<file path="config.mk">
export PLATFORM = sky130hd
export DESIGN_NAME = pl_fetch_ctrl
export DESIGN_NICKNAME = d
export VERILOG_FILES = /design/src/rtl/pl_fetch_ctrl.sv
export SDC_FILE = /design/constraint.sdc
export NUM_CORES = 1
export LEC_CHECK = 0
export CAP_MARGIN = 20
export CORE_MARGIN = 5
export CORE_UTILIZATION = 35
export CTS_CLUSTER_SIZE = 10
export DETAILED_ROUTE_END_ITERATION = 16
export HOLD_SLACK_MARGIN = 0.12
export PLACE_DENSITY = 0.72
export SYNTH_ARGS = -nofsm -noshare
export SYNTH_HDL_FRONTEND = slang
export SYNTH_SLANG_ARGS = --single-unit
</file>
<file path="constraint.sdc">
create_clock -name clk -period 4.4 [get_ports clk]
set_input_delay 0.88 -clock clk [delete_from_list [all_inputs] [get_ports clk]]
set_output_delay 0.88 -clock clk [all_outputs]
set_load 0.01 [all_outputs]
</file>
<file path="src/rtl/pl_fetch_ctrl.sv">
// Instruction fetch controller: PC sequencing with branch redirect, stall hold and halt detection.
// Define FETCH_PERF_CNT_EN to build the saturating fetch/flush performance counters.
module pl_fetch_ctrl #(
  parameter int unsigned             PROG_CTR_WID = 10,
  parameter logic [PROG_CTR_WID-1:0] RESET_VECTOR = '0
) (
  input  logic                    clk,
  input  logic                    rst,
  input  logic                    stall_in,
  input  logic                    branch_taken_EX,
  input  logic [PROG_CTR_WID-1:0] branch_target,
  input  logic [15:0]             instr_mem_out,
  output logic [PROG_CTR_WID-1:0] instr_mem_addr,
  output logic                    instr_mem_rd_en,
  output logic [PROG_CTR_WID-1:0] fetch_pc,
  output logic                    fetch_valid,
  output logic                    halted,
  output logic                    pc_wrapped,
  output logic [15:0]             fetch_cnt,
  output logic [7:0]              flush_cnt
);

  typedef enum logic [1:0] {RESET_WAIT, RUN, STALL, HALT} state_t;

  state_t                  state_q, state_d;
  logic [PROG_CTR_WID-1:0] pc_q, pc_d;
  logic [PROG_CTR_WID-1:0] fetch_pc_q, fetch_pc_d;
  logic                    fetch_valid_q, fetch_valid_d;
  logic                    wrapped_q, wrapped_d;
  logic                    halt_det;
  logic                    unused_instr_bits;

  assign halt_det          = fetch_valid_q && (instr_mem_out[15:11] == 5'b11111);
  assign unused_instr_bits = ^instr_mem_out[10:0];

  always_comb begin
    state_d       = state_q;
    pc_d          = pc_q;
    fetch_pc_d    = fetch_pc_q;
    fetch_valid_d = fetch_valid_q;
    wrapped_d     = wrapped_q;
    case (state_q)
      RESET_WAIT: begin
        state_d       = RUN;
        fetch_valid_d = 1'b0;
      end
      default: begin
        if (branch_taken_EX) begin
          // Redirect wins over everything, including a halt opcode seen this cycle.
          state_d       = RUN;
          pc_d          = branch_target;
          fetch_valid_d = 1'b0;
        end else if (state_q == HALT) begin
          state_d = HALT;
        end else if (halt_det) begin
          state_d       = HALT;
          fetch_valid_d = 1'b0;
        end else if (stall_in) begin
          state_d = STALL;
        end else begin
          state_d       = RUN;
          fetch_pc_d    = pc_q;
          fetch_valid_d = 1'b1;
          pc_d          = pc_q + PROG_CTR_WID'(1);
          if (pc_q == '1) wrapped_d = 1'b1;
        end
      end
    endcase
  end

  always_ff @(posedge clk or negedge rst) begin
    if (!rst) begin
      state_q       <= RESET_WAIT;
      pc_q          <= RESET_VECTOR;
      fetch_pc_q    <= '0;
      fetch_valid_q <= 1'b0;
      wrapped_q     <= 1'b0;
    end else begin
      state_q       <= state_d;
      pc_q          <= pc_d;
      fetch_pc_q    <= fetch_pc_d;
      fetch_valid_q <= fetch_valid_d;
      wrapped_q     <= wrapped_d;
    end
  end

  assign instr_mem_addr  = pc_q;
  assign instr_mem_rd_en = (state_q == RUN) || (state_q == STALL);
  assign fetch_pc        = fetch_pc_q;
  assign fetch_valid     = fetch_valid_q;
  assign halted          = (state_q == HALT);
  assign pc_wrapped      = wrapped_q;

`ifdef FETCH_PERF_CNT_EN
  logic [15:0] fetch_cnt_q;
  logic [7:0]  flush_cnt_q;
  logic        flush_inc;

  assign flush_inc = branch_taken_EX && (state_q != RESET_WAIT);

  always_ff @(posedge clk or negedge rst) begin
    if (!rst) begin
      fetch_cnt_q <= '0;
      flush_cnt_q <= '0;
    end else begin
      if (fetch_valid_q && (fetch_cnt_q != '1)) fetch_cnt_q <= fetch_cnt_q + 16'd1;
      if (flush_inc && (flush_cnt_q != '1))     flush_cnt_q <= flush_cnt_q + 8'd1;
    end
  end

  assign fetch_cnt = fetch_cnt_q;
  assign flush_cnt = flush_cnt_q;
`else
  assign fetch_cnt = '0;
  assign flush_cnt = '0;
`endif

endmodule

</file>
==> summary.txt <==
Status
  • Result of the run: complete, no violations

Finish
  • Fin area: slightly below 2000 um2
  • Diodes inserted: 0
  • Area Growth Syn to Fin: 28.5%
  • Final-stage net count: ~220
  • Fraction of final layout cells sized beyond drive strength 1: 0.125

Synthesis
  • Synth warn: 0
  • Top_reg_cell synth: sky130_fd_sc_hd__dfrtp_1
  • Synthesized area: 1520 um2
  • Synthesized area per cell: 10.7 um2
  • EDFF count, synth: 0
  • Synth async-reset ratio: 1.00
  • Seq/Total Area, Yosys: 0.394
  • Number of register bits inferred by synthesis: 24
  • Synthesized instance count: approximately 140
  • Distinct cell type count of the synthesized netlist: 48

GRT
  • Antenna violations before repair: 0
  • Total global routing track utilization: 0.111
  • Wire length of the first global-routing pass: around 5400 um
  • Via count of the first global-routing pass: 1122
  • Total grt overflow: 0
  • Maximum number of pins on one net before global-route repair: 26

Critical path
  • Worst endpoint required time: 4.55 ns
  • WS Path Type: in -> reg
  • Worst endpoint data arrival time: 2.78 ns
  • Sequence of cells on the critical path: clkdlybuf4s50_1, nand3b_1, o211ai_2, nor2_1, a2bb2oi_1
  • Critical path launch point type: primary input
  • Highest net fanout along the worst path: 25
  • Critical path endpoint category: flip-flop
  • Slowest cell on the critical path: sky130_fd_sc_hd__clkdlybuf4s50_1
  • Family with the most delay on the worst path: buffers and inverters
  • Buffers & Inverters on Critical Path: 1
  • Critical Path Max Stage Delay: around 0.85 ns

Power and ir drop
  • Overall power of the completed layout: approximately 0.00077 W
  • Switching power: 0.000239 W
  • Internal: ~0.00053 W
  • Clock network fraction of total power: 0.194
  • Combinational share of power: 0.380
  • Relative contribution of sequential cells to total power: 0.426
  • IR drop worst, VDD: approximately 0.24 mV
  • Lkg Pwr: a little under 0.9 nW
  • Net switching fraction of the power: 0.311
  • PD cells: approximately 400 nW/um2

Timing
  • Total of endpoints with negative setup slack in the final report: 0
  • Post-layout min period: ~2.6 ns
  • Final total negative setup slack: 0 ns
  • Largest clock skew in the final design: 0.00209 ns
  • Crit share post-route: 0.598
  • Final-report hold violation count: 0
  • Rel. slew slack: 0.426
  • Peak Freq: between 300 and 400 MHz
  • Transition time at the pin with the least slew margin: around 0.86 ns
  • Final number of max-transition violations: 0
  • RSZ-0062 raised after global routing: no

Drt
  • Total vias in the final route: between 1000 and 1500
  • Routed WL per cell: roughly 14 um
  • Residual DRC: 0
  • Number of detailed-routing iterations run before antenna repair: 4
  • Number of vias per cell after detailed routing: between 4 and 5
  • ANT nets after route: 0
  • Detailed-route wire length: 3260 um
  • First DRT Iteration DRCs: between 100 and 150

Clock tree
  • CTS root buffer: sky130_fd_sc_hd__clkbuf_8
  • Maximum buffer depth of the clock tree: 2
  • # Post-CTS Setup Buffers: 0
  • H-tree levels: 1
  • CTS tree: done
  • Number of clock buffers inserted by TritonCTS: 3
  • Clock latency on the worst-skew pair: ~0.26 ns
  • Number of gates resized after cts: 0
  • TritonCTS sink count: 24
  • Post-CTS Hold Fix Bufs: 0
  • Clock transition at the registers of the reported paths: roughly 0.08 ns

Place
  • Cell area after placement: around 1900 um2
  • DP Wirelength: 2460 um
  • Port bufs: 42
  • Routability congestion estimate: 0.783

Floorplan
  • Vertical extent of the die: between 70 and 80 um
  • Number of placement rows: 24
  • Overall die width: roughly 76 um
  • Die area: 5770 um2
  • Top-level I/O count: 78
  • Core area: about 4300 um2
  • Initial Util: 0.355

Min path
  • Tightest Hold Check Type: reg -> reg

Job
  • Max-cap check violation count: 0
## worst min-delay path, cell delays in order, from the launching register on
cell and delay [ns]:
sky130_fd_sc_hd__dfrtp_1 0.35, sky130_fd_sc_hd__inv_1 0.06, sky130_fd_sc_hd__o41ai_4 0.05
## power groups by stage
stage	clock network (W)	logic, W	registers, W
finish	0.000149	0.000293	0.000328
global route	0.000164	0.000313	0.000339
CTS	0.000156	0.000295	0.000329
detailed placement	0	0.000293	0.000333
global placement	0	0.000291	0.000331
floorplan	0	0.000142	0.000343
## final cells by class
class	instances	area (um2)
Fill cell	430	2340
Multi-Input combinational cell	106	774
Sequential cell	24	601
Timing Repair Buffer	43	435
Tap cell	52	65.1
Clock buffer	4	55.1
Inverter	7	26.3
## layer usage
metal  global-route usage  vias up  part of all wire  wire length, um
met3               0.0379        2             0.078              254
met5                    0        -                 0                0
li1                     -      549                 -                -
met1                0.138      523              0.44             1430
met2                0.185       41              0.48             1570
met4               0.0196        0            0.0031               10
## cell usage in the layout (no fill, tap or decap), types with 3 or more instances in the layout
| master | n |
|---|---|
| sky130_fd_sc_hd__clkbuf_8 | 4 |
| sky130_fd_sc_hd__a21oi_1 | 5 |
| sky130_fd_sc_hd__nor2_1 | 5 |
| sky130_fd_sc_hd__ha_1 | 3 |
| sky130_fd_sc_hd__o21ai_1 | 6 |
| sky130_fd_sc_hd__conb_1 | 24 |
| sky130_fd_sc_hd__nand2_1 | 4 |
| sky130_fd_sc_hd__clkdlybuf4s50_1 | 42 |
| sky130_fd_sc_hd__mux2_4 | 9 |
| sky130_fd_sc_hd__a22oi_1 | 3 |
| sky130_fd_sc_hd__dfrtp_1 | 24 |
| sky130_fd_sc_hd__and3_1 | 3 |
| sky130_fd_sc_hd__inv_1 | 6 |
| sky130_fd_sc_hd__and4_1 | 4 |
| sky130_fd_sc_hd__nand3_1 | 4 |
## registers in the layout, summed over array words and instances (netlist names)
name and count:
instr_mem_addr 10, fetch_valid 1, state_q 2, pc_wrapped 1, fetch_pc 10
## kinds of logic (layout without fill, tap and decap cells)
logic type,count (synthesis),in the layout,share of synthesized area
mux,12,12,0.109
flops,24,24,0.394
compound gates,30,30,0.160
simple gates,37,37,0.155
fa+ha+maj,3,3,0.0247
buf+inv,35,54,0.154
other cells,1,24,0.00246
## cell usage after synthesis, types with 2 or more instances
cell / count / area share
sky130_fd_sc_hd__a211oi_1: 2 / 0.0099
sky130_fd_sc_hd__a21oi_1: 5 / 0.016
sky130_fd_sc_hd__a22oi_1: 3 / 0.015
sky130_fd_sc_hd__and3_1: 3 / 0.012
sky130_fd_sc_hd__and4_1: 4 / 0.023
sky130_fd_sc_hd__buf_4: 24 / 0.12
sky130_fd_sc_hd__clkbuf_1: 2 / 0.0049
sky130_fd_sc_hd__dfrtp_1: 24 / 0.39
sky130_fd_sc_hd__ha_1: 3 / 0.025
sky130_fd_sc_hd__inv_1: 6 / 0.015
sky130_fd_sc_hd__mux2_4: 9 / 0.089
sky130_fd_sc_hd__mux2i_1: 2 / 0.013
sky130_fd_sc_hd__nand2_1: 4 / 0.0099
sky130_fd_sc_hd__nand3_1: 4 / 0.013
sky130_fd_sc_hd__nand3b_1: 2 / 0.0099
sky130_fd_sc_hd__nand4b_1: 2 / 0.012
sky130_fd_sc_hd__nor2_1: 5 / 0.012
sky130_fd_sc_hd__nor3_1: 2 / 0.0066
sky130_fd_sc_hd__o21ai_1: 6 / 0.020
sky130_fd_sc_hd__o2bb2ai_1: 2 / 0.012
## path summary, 6_finish.rpt
kind                            cells after the start                 to  slack (ns)            start
worst max-delay path                                5  instr_mem_addr[8]        1.77  branch_taken_EX
worst min-delay path                                2         pc_wrapped        0.49       pc_wrapped
worst max register to register                      5         pc_wrapped        2.77       state_q[0]
worst min register to register                      2         pc_wrapped        0.49       pc_wrapped
max in group asynchronous                           2        fetch_pc[1]        2.94              rst
min in group asynchronous                           1        fetch_valid        0.96              rst
## stage by stage
stage          instances  utilization  worst slack (ns)  hold WS (ns)
6_report             236        0.456              1.77         0.488
5_1_grt              236        0.456              1.61         0.515
2_1_floorplan        165            -              2.49         0.528
3_5_place_dp         231        0.439              1.48         0.478
4_1_cts              235        0.452              1.77         0.492
3_3_place_gp         231        0.439              1.51         0.468
Power figures use the tool's default switching activity.
